[config.mk]
export PLATFORM = sky130hd
export DESIGN_NAME = ram_arbiter
export DESIGN_NICKNAME = d
export VERILOG_FILES = /design/src/rtl/ram_arb_pkg.sv /design/src/rtl/rr_arb2.sv /design/src/rtl/ram_arbiter.sv
export SDC_FILE = /design/constraint.sdc
export NUM_CORES = 1
export LEC_CHECK = 0
export CORE_MARGIN = 5
export CORE_UTILIZATION = 34
export DETAILED_ROUTE_END_ITERATION = 8
export PLACE_DENSITY = 0.77
export SYNTH_ARGS = -nofsm -noshare
export SYNTH_HDL_FRONTEND = slang
export SYNTH_SLANG_ARGS = --single-unit
[constraint.sdc]
create_clock -name clk -period 1.25 [get_ports clk]
set_input_delay 0.25 -clock clk [delete_from_list [all_inputs] [get_ports clk]]
set_output_delay 0.25 -clock clk [all_outputs]
set_load 0.1 [all_outputs]
[src/rtl/ram_arb_pkg.sv]
// ram_arb_pkg: shared types and defaults for the two-port data RAM arbiter.
//   - arb_state_e : arbiter FSM states (IDLE, ACCESS, RESP)
//   - ADDR_W_DEFAULT / DATA_W_DEFAULT : default RAM address / data widths
// Configuration macro: RAM_ARB_FIXED_PRIO_EN (consumed by rr_arb2 and ram_arbiter).
package ram_arb_pkg;

    localparam int unsigned ADDR_W_DEFAULT = 16;
    localparam int unsigned DATA_W_DEFAULT = 8;

    typedef enum logic [1:0] {
        IDLE   = 2'd0,
        ACCESS = 2'd1,
        RESP   = 2'd2
    } arb_state_e;

endpackage

[src/rtl/rr_arb2.sv]
// rr_arb2: two-requester winner select, one-hot grant out (combinational).
// Ports:
//   last_gnt  in  1  port granted most recently (0 = CPU, 1 = aux); absent in fixed mode
//   req       in  2  request vector, bit 0 = CPU port, bit 1 = aux port
//   gnt       out 2  one-hot winner, all-zero when no request
// Configuration macro: RAM_ARB_FIXED_PRIO_EN -- when defined the CPU port always wins
// ties and the last_gnt input does not exist.
module rr_arb2 (
`ifndef RAM_ARB_FIXED_PRIO_EN
    input  logic       last_gnt,
`endif
    input  logic [1:0] req,
    output logic [1:0] gnt
);

    always_comb begin
        gnt = 2'b00;
        if (req == 2'b11) begin
`ifdef RAM_ARB_FIXED_PRIO_EN
            gnt = 2'b01;
`else
            // Tie: favour the port that did not win last time.
            gnt = last_gnt ? 2'b01 : 2'b10;
`endif
        end else begin
            gnt = req;
        end
    end

endmodule

[src/rtl/ram_arbiter.sv]
// ram_arbiter: shares one synchronous-read data RAM between a CPU port (0) and an
// auxiliary loader/debug port (1).
// Ports:
//   clk, rst                       clock, asynchronous active-low reset
//   req0/we0/addr0/wdata0          CPU request, write enable, address, write data
//   gnt0/rvalid0/rdata0            CPU grant pulse, read-valid pulse, read data
//   req1/we1/addr1/wdata1          aux request side (same meaning as port 0)
//   gnt1/rvalid1/rdata1            aux response side (same meaning as port 0)
//   ram_addr/ram_wdata/ram_we      RAM command outputs (registered)
//   ram_rdata                      RAM read data, valid one cycle after ram_addr
// Sequence: IDLE -> ACCESS (gnt, ram_we for writes) -> IDLE for writes,
//           IDLE -> ACCESS -> RESP (rvalid) -> IDLE for reads.
// Configuration macro: RAM_ARB_FIXED_PRIO_EN -- fixed CPU priority, no last_gnt register.
module ram_arbiter
    import ram_arb_pkg::*;
#(
    parameter int unsigned ADDR_W = ADDR_W_DEFAULT,
    parameter int unsigned DATA_W = DATA_W_DEFAULT
) (
    input  logic              clk,
    input  logic              rst,
    // CPU port
    input  logic              req0,
    input  logic              we0,
    input  logic [ADDR_W-1:0] addr0,
    input  logic [DATA_W-1:0] wdata0,
    output logic              gnt0,
    output logic              rvalid0,
    output logic [DATA_W-1:0] rdata0,
    // Aux port
    input  logic              req1,
    input  logic              we1,
    input  logic [ADDR_W-1:0] addr1,
    input  logic [DATA_W-1:0] wdata1,
    output logic              gnt1,
    output logic              rvalid1,
    output logic [DATA_W-1:0] rdata1,
    // Data RAM
    output logic [ADDR_W-1:0] ram_addr,
    output logic [DATA_W-1:0] ram_wdata,
    output logic              ram_we,
    input  logic [DATA_W-1:0] ram_rdata
);

    arb_state_e state_q;
    logic       sel_q;   // port owning the transfer in flight
    logic [1:0] win;

`ifndef RAM_ARB_FIXED_PRIO_EN
    logic last_gnt_q;
`endif

    rr_arb2 u_rr_arb2 (
`ifndef RAM_ARB_FIXED_PRIO_EN
        .last_gnt (last_gnt_q),
`endif
        .req      ({req1, req0}),
        .gnt      (win)
    );

    always_ff @(posedge clk or negedge rst) begin
        if (!rst) begin
            state_q    <= IDLE;
            sel_q      <= 1'b0;
            gnt0       <= 1'b0;
            gnt1       <= 1'b0;
            rvalid0    <= 1'b0;
            rvalid1    <= 1'b0;
            ram_we     <= 1'b0;
            ram_addr   <= '0;
            ram_wdata  <= '0;
`ifndef RAM_ARB_FIXED_PRIO_EN
            last_gnt_q <= 1'b1;   // CPU wins the first tie
`endif
        end else begin
            // Pulses default low; ram_addr/ram_wdata hold unless a new grant loads them.
            gnt0    <= 1'b0;
            gnt1    <= 1'b0;
            rvalid0 <= 1'b0;
            rvalid1 <= 1'b0;
            ram_we  <= 1'b0;
            unique case (state_q)
                IDLE: begin
                    if (win != 2'b00) begin
                        state_q   <= ACCESS;
                        sel_q     <= win[1];
                        gnt0      <= win[0];
                        gnt1      <= win[1];
                        ram_we    <= win[1] ? we1    : we0;
                        ram_addr  <= win[1] ? addr1  : addr0;
                        ram_wdata <= win[1] ? wdata1 : wdata0;
`ifndef RAM_ARB_FIXED_PRIO_EN
                        last_gnt_q <= win[1];
`endif
                    end
                end
                ACCESS: begin
                    if (ram_we) begin
                        state_q <= IDLE;
                    end else begin
                        // RAM samples ram_addr on this edge; data appears during RESP.
                        state_q <= RESP;
                        rvalid0 <= ~sel_q;
                        rvalid1 <= sel_q;
                    end
                end
                RESP: begin
                    state_q <= IDLE;
                end
                default: begin
                    state_q <= IDLE;
                end
            endcase
        end
    end

    // RAM read data is only visible to the port being answered.
    assign rdata0 = rvalid0 ? ram_rdata : '0;
    assign rdata1 = rvalid1 ? ram_rdata : '0;

endmodule
# == Yosys cells after proc, flatten, opt, wreduce, memory -nomap -nowiden ==
# Cells that the tools add are included.
# word_totals
regBits,33
romBits,0
elab_cells,37
output_inout_bits,45
mem_count,0
latch_bits,0
mem_bits_rw,0
# op_classes
n_lt_le_gt_ge,0
n_addsub,0
n_bitwise,1
muxes,20
div,0
eq_ne,3
shifts,0
multipliers,0
reduce_logical,3
# ops
cell,count
two-way mux 8 bit,3
two-way mux 16 bit,1
two-way mux 1 bit,11
two-way mux 2 bit,4
one-hot mux 2 bit (2 select lines),1
equality test 2 x 1 -> 1 bit (second input constant),1
equality test 2 bit (second input constant),1
zero test 2 bit,1
!= test 2 bit (second input constant),1
AND reduction 2 bit,1
nonzero test 2 bit,1
NOT 1 bit,1

# == Longest topological paths before layout ==
# depth
depth_word,5
depth_mapped,6
ltp_nobuf,4

# == By module ==
# From an unflattened synthesis, not the netlist that was laid out.
# hier_totals
hier_cells,118
area_unflattened_um2,1702.9
# modules_own_cells
mod,seq_area_each_um2,area_per_inst_um2,cells_each,n_inst
ram_arbiter,827.0,1684.1,115,1
rr_arb2,0.0,18.8,3,1

# == Least setup slack after synthesis ==
# Ideal clock, no wire load.
# synth_path
path_type,register to output
startpoint,register rvalid0
endpoint,output port rdata0[7]
required_time_ns,1.000
t_arrival_ns,1.836
n_path_buf,0
stages_incl_launch_ff,2
slack_ns,-0.836
cell_sequence,dfrtp_1 -> and2_1
# synth_between
elab_chain_len,1
# synth_rtl
element,line_no,text
start: declaration,ram_arbiter.sv:28,"output logic rvalid0,"
start signal: assignment,ram_arbiter.sv:103,rvalid0 <= ~sel_q;
two-way mux 8 bit,ram_arbiter.sv:118,assign rdata0 = rvalid0 ? ram_rdata : '0;
end: declaration,ram_arbiter.sv:29,"output logic [DATA_W-1:0] rdata0,"
# No other way between the ends.

# == Worst setup path after layout ==
# layout_path
startpoint,register rvalid0
endpoint,output port rdata0[3]
# The elaborated chain is that of the path after synthesis.

==> impl_metrics.csv <==
group,metric,value,unit
outcome,status,"finished with violations",
outcome,violations,"setup timing",
power,vdd_drop_max,1.78,mV
critical_path,max_stage_delay,0.54,ns
timing,setup_ws,-0.149,ns
die,die_h,82.0,µm
die,dieArea,6720,µm²
critical_path,slowest_stage,"dfrtp_4",
route,drtAntennaViolNets,0,
placed_design,hpwl,4550,µm
route,drtPass1Iterations,4,
worst_hold_path,hold_path.class,"in2async",
synthesis,synth_top_cell_area_share,0.455,
grt,grt_start_max_net_pins,26,
cells_and_area,area_growth,122,%
power,switchingPower,0.00673,W
timing,setup_viol,44,
synthesis,synth_top_area_cell,"dfrtp_1",
critical_path,cp-end-kind,"primary output",
placed_design,placed_cells,353,
power,internal_power,0.00544,W
route,drt-wirelength-per-cell,18.8,µm
timing,min_period,1.40,ns
cts,clk_transition_reported_paths,0.07,ns
die,num_rows,26,
grt,antenna_found_initial,0,
cells_and_area,final_nets,365,
route,drtIter0Drc,84,
power,p_seq_frac,0.186,
synthesis,yosys_register_bits,33,
synthesis,syn_avg_cell_area,10.0,µm²
critical_path,cp.required,1.00,ns
cells_and_area,drive_above_1_share,0.497,
critical_path,path_cells,"and2_4, buf_12",
cts,cts-root-buf,"clkbuf_8",
die,start_util,0.347,
synthesis,ys_warn_count,0,
synthesis,synthesis.nets,238,
grt,grt_usage,0.177,
synthesis,netlist_instances,176,
cts,cts_sinks,33,
timing,fmax,715,MHz
placed_design,port_buffers,106,
cells_and_area,final_cell_mix,"clkdlybuf4s50_1 (58), buf_12 (50), dfrtp_1 (29)",
power,swShare,0.553,
timing,post-route-period-util,1.12,
cells_and_area,layout_commonest_cell,"clkdlybuf4s50_1",
synthesis,syn_area,1760,µm²
timing,setup_tns,-3.60,ns
power,p_leak,1.64,nW
route,num_vias,1870,
synthesis,synth.top_cells.by_area,"dfrtp_1 (45%), a31oi_2 (13%), nand2_1 (11%)",
timing,slew_violations,0,
die,die_w,82.0,µm
timing,finClkSkew,0.00962,ns
grt,globalRouteOverflowTotal,0,
timing,rsz0062_at_grt,"yes",
timing,slew-limit-headroom,0.752,
grt,grt_pass1_vias,1748,
cts,cts_htree_levels,2,
critical_path,start_kind,"register",
cells_and_area,diodes,0,
power,p_comb_frac,0.744,
run,drv_cap,0,
grt,grt_pass1_wl,8820,µm
die,core,5070,µm²
placed_design,place.gp.congestion,0.753,
power,p_per_area,3120,nW/µm²
route,drt-vias-per-instance,5.00,
critical_path,setup.worst_path.class,"reg2out",
timing,hold_viol_final,0,
cts,cts_tree,"built",
synthesis,ys_seq_area_frac,0.469,
synthesis,synthDistinctLibCells,22,
critical_path,crit_fanout,9,
die,io-pin-count,107,
route,drc,0,
power,p_clk_frac,0.070,
cts,insertion_delay,0.29,ns
cts,clockBufferDepth,2,
critical_path,crit_arrival,1.15,ns
cts,cts_buffers,5,
timing,tightestPinTransition,0.372,ns
route,drt-total-wl,7040,µm
cells_and_area,fin_cells,374,
==> state kept, by name, indices dropped and copies added (netlist names) <==
register / flops
rvalid1: 1
rvalid0: 1
gnt0: 1
sel_q: 1
last_gnt_q: 1
ram_wdata: 8
ram_we: 1
gnt1: 1
state_q: 2
ram_addr: 16
==> final cells by class <==
cell class	instances	area (µm²)
clock buffer	8	90.1
sequential	33	836
multi-input combinational	129	996
timing repair buffer	132	1880
fill	315	1170
tap	70	87.6
inverter	2	15.0
==> logic make-up after synthesis <==
| kind of cell | count (synthesis) | synth area share |
|---|---|---|
| AND/OR/NAND/NOR | 74 | 0.204 |
| AO/OA/AOI/OAI | 55 | 0.254 |
| flip-flops | 33 | 0.469 |
| buffers and inverters | 14 | 0.0732 |
==> layer usage <==
metal  track usage  routed length (µm)  vias up  share of wire
met5             0                   0        -              0
met4        0.0565                 174        0          0.025
met3        0.0450                 617       14          0.088
met2         0.308                3700      109           0.53
met1         0.213                2550      889           0.36
li1              -                   -      858              -
==> worst paths after layout <==
check                                  startpoint                        to  slack (ns)  cells past startpoint
max                             rvalid0$_DFF_PN0_                 rdata0[3]       -0.15                      2
min                                           rst  ram_addr[14]$_DFFE_PN0P_        0.40                      2
max reg2reg                last_gnt_q$_DFFE_PN1P_  ram_addr[10]$_DFFE_PN0P_       -0.12                      6
min reg2reg                     sel_q$_DFFE_PN0P_         rvalid0$_DFF_PN0_        0.45                      1
max in group asynchronous                     rst   ram_addr[8]$_DFFE_PN0P_        0.28                      3
min in group clk                             req1            gnt0$_DFF_PN0_        0.43                      3
==> what timing repair did <==
action / CTS / global route
pin swaps: 4 / 25
hold endpoints to repair: 15 / 0
gates resized for setup: 12 / 41
cloned: 2 / 4
endpoints found under the setup margin: 43 / 43
hold buffers: 1 / 0
setup buffers: 4 / 2
==> through the flow <==
step / util / setup slack [ns] / hold WS [ns] / total power, W / cell area, µm²
finish: 0.769 / -0.149 / 0.397 / 0.0122 / 3900
global route: 0.769 / -0.183 / 0.441 / 0.0126 / 3900
CTS: 0.714 / -0.164 / 0.402 / 0.0117 / 3620
detailed placement: 0.675 / -0.388 / 0.188 / 0.0107 / 3420
global placement: 0.675 / -0.341 / 0.177 / 0.0106 / 3420
floorplan: - / -0.0276 / -0.0456 / 0.00753 / 1810
==> cells in the mapped netlist (all sizes together) <==
master	n
dfrtp	32
nor2b	1
a21bo	1
nor3b	1
or2	1
a31oi	25
nor3	1
nand2	52
a21oi	27
inv	2
a21o	1
dfstp	1
a21boi	1
and2	17
nor2	1
buf	12
==> power by group through the flow <==
| stage | clock, W | sequential (W) | combinational (W) |
|---|---|---|---|
| detailed placement | 0 | 0.00227 | 0.00845 |
| global placement | 0 | 0.00223 | 0.00837 |
| finish | 0.000851 | 0.00227 | 0.00905 |
| floorplan | 0 | 0.00520 | 0.00233 |
| CTS | 0.000853 | 0.00225 | 0.00856 |
| global route | 0.000906 | 0.00234 | 0.00931 |
==> worst max-delay path: cells and delay by family (launching register included) <==
family                 cells  cell delay (ns)
DFF                        1             0.54
and+or+nand+nor            1             0.17
buffers and inverters      1             0.16
(Power assumes the default switching activity.)
